--- src/rtl/btn_pulse_gen_pkg.sv ---
// Shared constants for the push-button conditioner: button indices, default
// cycle counts at the 100 MHz mclk, and the per-channel state encoding.
package btn_pulse_gen_pkg;

    localparam int BTN_TENS  = 0;
    localparam int BTN_UNITS = 1;
    localparam int BTN_NEXT  = 2;

    localparam int MCLK_HZ              = 100_000_000;
    localparam int DEBOUNCE_CYCLES_DFLT = MCLK_HZ / 50;  // 20 ms
    localparam int REPEAT_DELAY_DFLT    = MCLK_HZ / 2;   // 500 ms
    localparam int REPEAT_PERIOD_DFLT   = MCLK_HZ / 5;   // 200 ms

    // Digit buttons auto-repeat; the field-advance button never does.
    localparam logic [2:0] REPEAT_MASK_DFLT = 3'((1 << BTN_TENS) | (1 << BTN_UNITS));

    typedef enum logic [1:0] {
        ST_IDLE,
        ST_HOLD,
        ST_REPEAT
    } btn_state_e;

    function automatic int max_int(input int a, input int b);
        return (a > b) ? a : b;
    endfunction

endpackage

--- src/rtl/btn_channel.sv ---
// One button: two-flop synchroniser, stable-sample debounce, and the
// press / auto-repeat strobe FSM.
module btn_channel
    import btn_pulse_gen_pkg::*;
#(
    parameter int DEBOUNCE_CYCLES = DEBOUNCE_CYCLES_DFLT,
    parameter int REPEAT_DELAY    = REPEAT_DELAY_DFLT,
    parameter int REPEAT_PERIOD   = REPEAT_PERIOD_DFLT,
    parameter bit REPEAT_EN       = 1'b1
) (
    input  logic clk,
    input  logic rst,
    input  logic btn_raw,
    output logic level,
    output logic pulse
);

    localparam int DW = max_int(1, $clog2(DEBOUNCE_CYCLES + 1));
    localparam int RW = max_int(1, $clog2(max_int(REPEAT_DELAY, REPEAT_PERIOD)));

    localparam logic [DW-1:0] D_LAST  = DW'(DEBOUNCE_CYCLES - 1);
    localparam logic [RW-1:0] RD_LAST = RW'(REPEAT_DELAY - 1);
    localparam logic [RW-1:0] RP_LAST = RW'(REPEAT_PERIOD - 1);

    logic [1:0]    sync_q, sync_d;
    logic [DW-1:0] dcnt_q, dcnt_d;
    logic          level_q, level_d;
    logic          pulse_q, pulse_d;
    logic [RW-1:0] rcnt_q, rcnt_d;
    btn_state_e    state_q, state_d;

    logic s;
    logic rise;
    logic fall;

    assign s = sync_q[1];

    // Debounce: any sample matching the accepted level restarts the count.
    always_comb begin
        sync_d  = {sync_q[0], btn_raw};
        level_d = level_q;
        dcnt_d  = '0;
        rise    = 1'b0;
        fall    = 1'b0;
        if (s != level_q) begin
            if (dcnt_q == D_LAST) begin
                level_d = s;
                rise    = s;
                fall    = ~s;
            end else begin
                dcnt_d = dcnt_q + DW'(1);
            end
        end
    end

    // Strobe FSM keys off the level update itself, so the press pulse and
    // the first high level cycle coincide. Release wins over a repeat.
    always_comb begin
        state_d = state_q;
        rcnt_d  = rcnt_q;
        pulse_d = 1'b0;
        case (state_q)
            ST_IDLE: begin
                if (rise) begin
                    pulse_d = 1'b1;
                    rcnt_d  = '0;
                    state_d = ST_HOLD;
                end
            end
            ST_HOLD: begin
                if (fall) begin
                    rcnt_d  = '0;
                    state_d = ST_IDLE;
                end else if (REPEAT_EN) begin
                    if (rcnt_q == RD_LAST) begin
                        pulse_d = 1'b1;
                        rcnt_d  = '0;
                        state_d = ST_REPEAT;
                    end else begin
                        rcnt_d = rcnt_q + RW'(1);
                    end
                end
            end
            ST_REPEAT: begin
                if (fall) begin
                    rcnt_d  = '0;
                    state_d = ST_IDLE;
                end else if (rcnt_q == RP_LAST) begin
                    pulse_d = 1'b1;
                    rcnt_d  = '0;
                end else begin
                    rcnt_d = rcnt_q + RW'(1);
                end
            end
            default: begin
                rcnt_d  = '0;
                state_d = ST_IDLE;
            end
        endcase
    end

    always_ff @(posedge clk) begin
        if (rst) begin
            sync_q  <= '0;
            dcnt_q  <= '0;
            level_q <= 1'b0;
            pulse_q <= 1'b0;
            rcnt_q  <= '0;
            state_q <= ST_IDLE;
        end else begin
            sync_q  <= sync_d;
            dcnt_q  <= dcnt_d;
            level_q <= level_d;
            pulse_q <= pulse_d;
            rcnt_q  <= rcnt_d;
            state_q <= state_d;
        end
    end

    assign level = level_q;
    assign pulse = pulse_q;

endmodule

--- src/rtl/btn_pulse_gen.sv ---
// Push-button conditioner for the time/date/alarm set logic: one independent
// btn_channel per button, each turning a bouncing pin into one-cycle strobes.
module btn_pulse_gen
    import btn_pulse_gen_pkg::*;
#(
    parameter int               N_BTN           = 3,
    parameter int               DEBOUNCE_CYCLES = DEBOUNCE_CYCLES_DFLT,
    parameter int               REPEAT_DELAY    = REPEAT_DELAY_DFLT,
    parameter int               REPEAT_PERIOD   = REPEAT_PERIOD_DFLT,
    parameter logic [N_BTN-1:0] REPEAT_MASK     = N_BTN'(REPEAT_MASK_DFLT)
) (
    input  logic             clk,
    input  logic             rst,
    input  logic [N_BTN-1:0] btn_raw,
    output logic [N_BTN-1:0] level,
    output logic [N_BTN-1:0] pulse
);

    for (genvar i = 0; i < N_BTN; i++) begin : g_ch
        btn_channel #(
            .DEBOUNCE_CYCLES (DEBOUNCE_CYCLES),
            .REPEAT_DELAY    (REPEAT_DELAY),
            .REPEAT_PERIOD   (REPEAT_PERIOD),
            .REPEAT_EN       (REPEAT_MASK[i])
        ) u_ch (
            .clk     (clk),
            .rst     (rst),
            .btn_raw (btn_raw[i]),
            .level   (level[i]),
            .pulse   (pulse[i])
        );
    end

endmodule
--- config.mk ---
export PLATFORM = sky130hd
export DESIGN_NAME = btn_pulse_gen
export DESIGN_NICKNAME = d
export VERILOG_FILES = /design/src/rtl/btn_pulse_gen_pkg.sv /design/src/rtl/btn_channel.sv /design/src/rtl/btn_pulse_gen.sv
export SDC_FILE = /design/constraint.sdc
export NUM_CORES = 1
export LEC_CHECK = 0
export BUFFER_PORTS_ARGS = -buffer_cell sky130_fd_sc_hd__buf_2
export CAP_MARGIN = 10
export CORE_MARGIN = 5
export CORE_UTILIZATION = 60
export DETAILED_ROUTE_END_ITERATION = 7
export GPL_TIMING_DRIVEN = 0
export PLACE_DENSITY = 0.78
export SLEW_MARGIN = 20
export SYNTH_ARGS = -nofsm -noshare
export SYNTH_HDL_FRONTEND = slang
export SYNTH_SLANG_ARGS = --single-unit
--- constraint.sdc ---
create_clock -name clk -period 2.75 [get_ports clk]
set_input_delay 0 -clock clk [delete_from_list [all_inputs] [get_ports clk]]
set_output_delay 0 -clock clk [all_outputs]
set_load 0.005 [all_outputs]
-- Word-level counts from Yosys, hierarchy flattened
Index checks and enable logic that the tools add are counted.
Widths: inputs -> output; s select.
- eq/ne operators: 26
- bitwise logic cells: 6
- reductions and logical operators: 14
- muxes and demuxes: 58
- add/sub/neg operators: 6
- operators with widths (kind ; number):
    $mux 26 ; 14
    $pmux 26 s3 ; 3
    $add 26x1->26 const B ; 3
    $eq 26x25->1 const B ; 3
    $add 21x1->21 const B ; 3
    $eq 21x21->1 const B ; 3
    $eq 26x26->1 const B ; 2
    $mux 1 ; 25
    $mux 2 ; 10
    $ne 2x1->1 const B ; 7
    $pmux 2 s3 ; 2
    $reduce_and 2->1 ; 5
    $reduce_or 3->1 ; 3
    $eq 2x1->1 const B ; 3
    $eq 2x2->1 const B ; 3
    $logic_not 2->1 ; 3
    $ne 3x1->1 const B ; 2
    $not 1->1 ; 6
    $pmux 1 s3 ; 2
    $reduce_and 3->1 ; 2
    $pmux 2 s2 ; 1
    $ne 1x1->1 ; 3
    $pmux 1 s2 ; 1
    $reduce_or 2->1 ; 1
- word-level logic and storage cells: 128
- register bits after elaboration: 159
- bits of input ports: 5

-- Depth between registers and ports, before layout
- depth after elaboration: 5
- depth in mapped cells: 9
- gate-level depth less buffers: 7

-- By module
Synthesis repeated with hierarchy kept, for this count alone.
- cells, all modules: 871
- area total of the unflattened synthesis: 6977.9 µm²
- by module, submodules not included (module ; cells an instance ; times used ; area each (µm²) ; seq. area each (µm²)):
    btn_channel at g_ch[0].u_ch ... ; 364 ; 2 ; 2866.5 ; 1061.0
    btn_channel at g_ch[2].u_ch ; 143 ; 1 ; 1244.9 ; 520.5

-- Least setup slack after synthesis
OpenSTA, ideal clock, no wires.
- path type: reg2reg
- start point: register g_ch[0].u_ch.rcnt_q[0]
- end point: register g_ch[0].u_ch.rcnt_q[19]
- clock period less this slack: 2353 ps
- setup time: 120 ps
- data arrival time: 2233 ps
- required time: 2630 ps
- path slack: 397 ps
- path buffers: 2
- stages on the path, launching flop included: 10
- path through: dfxtp_1 > ha_1 > nand4_1 > or2_1 > clkbuf_1 > nor4_1 > o21a_1 > buf_4 > nor3_1 > a211o_1
- cells in the longest elaborated chain, start to end: 4
- elaborated cells between the ends (all ways): 8
- RTL lines (what ; line ; source):
    start, declared ; btn_channel.sv:29 ; logic [RW-1:0] rcnt_q, rcnt_d;
    start signal, assigned ; btn_channel.sv:115 ; rcnt_q <= rcnt_d;
    $add 26x1->26 (tied with other cells) ; btn_channel.sv:80, btn_channel.sv:92 ;
    $mux 26, on equally long branches ; btn_channel.sv:88, btn_channel.sv:75 ;
    $mux 26, on equally long branches ; btn_channel.sv:85, btn_channel.sv:71 ;
    $pmux 26 s3 (*) ; btn_channel.sv:62 ; case (state_q)
Mark *: on every way between the ends. The rest lies on a longest branch, timed or not.
A chain may end at the register's enable or synchronous reset.

-- Worst setup path after layout
- start point: register g_ch[0].u_ch.dcnt_q[0]
- end point: register g_ch[0].u_ch.rcnt_q[22]
- cells in the longest elaborated chain, start to end: 5
- elaborated cells between the ends (all ways): 9
- RTL lines (what ; line ; source):
    start, declared ; btn_channel.sv:26 ; logic [DW-1:0] dcnt_q, dcnt_d;
    start signal, assigned ; btn_channel.sv:112 ; dcnt_q <= dcnt_d;
    $eq 21x21->1 (*) ; btn_channel.sv:46 ; if (dcnt_q == D_LAST) begin
    $mux 1 ; btn_channel.sv:46 ;
    $mux 1 ; btn_channel.sv:45 ; if (s != level_q) begin
    $mux 26, on equally long branches ; btn_channel.sv:85, btn_channel.sv:71 ;
    $pmux 26 s3 ; btn_channel.sv:62 ;
Marked as above.

==> flow_metrics.py <==
metrics = {
    "status": {
        "status": "finished, final reports clean",
    },
    "clock_tree": {
        "cts_sinks": 132,
        "clock_tree.root_cell": "clkbuf_16",
        "clkTransAtPathRegs_ps": 60,
        "cts_tree": "done",
        "clock_path_buffers": 2,
        "worstSkewPairLatency_ps": 420,
        "numCtsBuffers": 17,
        "htreeDepth": 4,
    },
    "sta": {
        "finalCritPeriodShare_pct": 95.3,
        "rsz0062_at_grt": "no",
        "min_period_ps": 2620,
        "whs_ps": 367,
        "finClkSkew_ps": 8.29,
        "timing.final.hold_violations": 0,
        "maxSlewHeadroom_pct": 34.9,
        "setup_viol": 0,
        "clock.fmax_ghz": 0.382,
        "slew_viol_final": 0,
        "tightest_slew_ps": 967,
    },
    "yosys": {
        "synth_xor_area_share_pct": 7.81,
        "synth_top_family_by_area": "simple AND/OR/NAND/NOR gates",
        "yosys_warnings": 0,
        "synth_seq_cells": 132,
        "synthAdderAreaFrac_pct": 2.38,
        "synth_cell_types": 64,
        "synth_area_sq_um": 6840,
        "synth_nets": 851,
        "synth_flop_cell": "dfxtp_1",
        "ys_seq_area_share_pct": 38.6,
        "synth_compound_area_share_pct": 13.3,
        "synth_cells": 833,
        "synthMuxAreaShare_pct": 0.439,
        "synth_edf_count": 0,
        "synth-simple-area-share_pct": 33.6,
        "async_flop_share_pct": 0,
        "syn_avg_cell_area_sq_um": 8.21,
    },
    "detailed_routing": {
        "drtPass1Iterations": 5,
        "wl_um": 16300,
        "drtIter0Drc": 583,
        "wire_per_inst_um": 15.9,
        "ant_nets": 0,
        "drc_errors": 0,
        "num_vias": 6333,
        "vias_per_cell": 6.17,
    },
    "cells_and_area": {
        "fin_nets": 889,
        "fin_cells": 1026,
        "drive_gt1_share_pct": 9.40,
        "area_delta_synth_final_pct": 14.5,
        "antenna_cells": 0,
    },
    "power_and_ir_drop": {
        "finalPower_mw": 4.41,
        "p_leak_nw": 2.65,
        "ir_drop_v": 0.000524,
        "power_density_nw_per_um2": 563,
    },
    "global_routing": {
        "track_usage_pct": 24.7,
        "grt_pass1_wl_um": 27300,
        "antenna_found_initial": 0,
        "grt_overflow": 0,
        "grt_max_degree": 17,
        "grt_pass1_vias": 5958,
    },
    "job": {
        "max_cap_violations": 0,
    },
    "die": {
        "die_w_um": 117,
        "dieArea_sq_um": 13600,
        "fp-row-count": 39,
        "core_area_sq_um": 11300,
        "initial_core_util_pct": 60.4,
        "num_io_pins": 11,
        "die_h_um": 117,
    },
    "setup_path": {
        "critPathLaunchType": "flop",
        "r2r_slack_ps": 130,
        "required_ps": 3060,
        "crit_arrival_ps": 2930,
        "cp_max_fo": 10,
        "end_kind": "flop",
        "critPathKind": "reg2reg",
    },
    "placed_design": {
        "io_buffers": 10,
        "placedCellCount": 986,
        "gp_congestion": 0.943,
        "dp_hpwl_um": 11200,
    },
    "worst_hold_path": {
        "hp-class": "in2reg",
    },
}
final cells by class:
class                      count  area, sq um
sequential                   132         2640
tap                          143          179
clock inverter                 9          126
buffer                        40          198
timing repair buffer          19          128
clock buffer                  22          484
multi-input combinational    641         4000
inverter                      20         75.1
fill                         918         3490
critical path, stage by stage, from the launching register on:
cell      delay [ps]
dfxtp_1          380
ha_1             230
and4_1           310
nand4_1          180
or2_2            390
o31ai_2          370
clkbuf_2         320
o311ai_0         190
o21a_1           140
metrics by stage:
step	TNS (ps)	cell area [sq um]	utilization (%)	setup slack, ps
after floorplan	0	6840	-	397
after global placement	-1230	7070	62.5	-167
after detailed placement	-2740	7070	62.5	-247
after CTS	0	7750	68.5	14.5
after global routing	0	7830	69.2	1.07
final	0	7830	69.2	130
power breakdown:
part	total (mW)	internal (mW)	leakage, nW	switching, mW
clock network	2.32	1.51	0.302	0.809
registers	1.93	1.92	1.06	0.00790
logic	0.163	0.0490	1.29	0.114
total	4.41	3.48	2.65	0.931
metal layers:
metal  global-route usage [%]  share of wire (%)  vias to the layer above
met4                     10.6                1.9                        0
met3                     5.86                5.2                       29
met2                     42.1                 49                      203
met1                     29.8                 44                     2991
met5                        0                  0                        -
li1                         -                  -                     3110
worst paths after layout:
check | cells after the start | endpoint | start
max | 8 | g_ch[0].u_ch.rcnt_q[22]$_SDFFE_PP0P_ | g_ch[0].u_ch.dcnt_q[0]$_SDFF_PP0_
min | 3 | g_ch[2].u_ch.sync_q[0]$_SDFF_PP0_ | btn_raw[2]
max reg2reg | 8 | g_ch[0].u_ch.rcnt_q[22]$_SDFFE_PP0P_ | g_ch[0].u_ch.dcnt_q[0]$_SDFF_PP0_
min reg2reg | 1 | g_ch[2].u_ch.dcnt_q[0]$_SDFF_PP0_ | g_ch[2].u_ch.dcnt_q[0]$_SDFF_PP0_
registers in the layout (all words and copies together), names as in the netlist:
| name | count |
|---|---|
| g_ch.u_ch.state_q | 5 |
| g_ch.u_ch.pulse | 3 |
| g_ch.u_ch.level | 3 |
| g_ch.u_ch.dcnt_q | 63 |
| g_ch.u_ch.sync_q | 6 |
| g_ch.u_ch.rcnt_q | 52 |
placed cells by master (no fill, tap or decap), drive strengths merged, types with 23 or more instances in the layout:
cell type	n
dfxtp	132
nor2	109
nand2	67
nand3	66
clkbuf	49
o21ai	41
xor2	39
nand4	35
buf	28
nor3	23
synth_stat cells (all sizes together) (11+ instances only):
| cell type | number | area (sq um) |
|---|---|---|
| nor4 | 18 | 113 |
| buf | 14 | 92.6 |
| xor2 | 39 | 342 |
| nor2 | 109 | 409 |
| and3 | 17 | 106 |
| o21ai | 41 | 205 |
| a31oi | 11 | 68.8 |
| nor4b | 14 | 138 |
| nand2 | 67 | 251 |
| ha | 13 | 163 |
| nand3 | 66 | 330 |
| dfxtp | 132 | 2640 |
| a21oi | 17 | 85.1 |
| xnor2 | 22 | 193 |
| nand4 | 35 | 225 |
| nor3 | 23 | 115 |
| clkbuf | 26 | 97.6 |
| inv | 20 | 75.1 |
logic make-up after synthesis:
kind of cell,after synthesis
DFF,132
buffers and inverters,60
xor gates and xnor gates,61
and+or+nand+nor,430
adders and majority gates,13
AOI/OAI and AO/OA,134
muxes,3
timing repair:
| item | 4_1_cts | 5_1_grt |
|---|---|---|
| resized for setup | 8 | 9 |
| buffers inserted | 0 | 5 |
| pin swaps | 0 | 3 |
| hold buffers | 4 | 0 |
| hold endpoints to repair | 5 | 0 |
| endpoints found under the setup margin | 42 | 53 |
(Power assumes the default switching activity.)
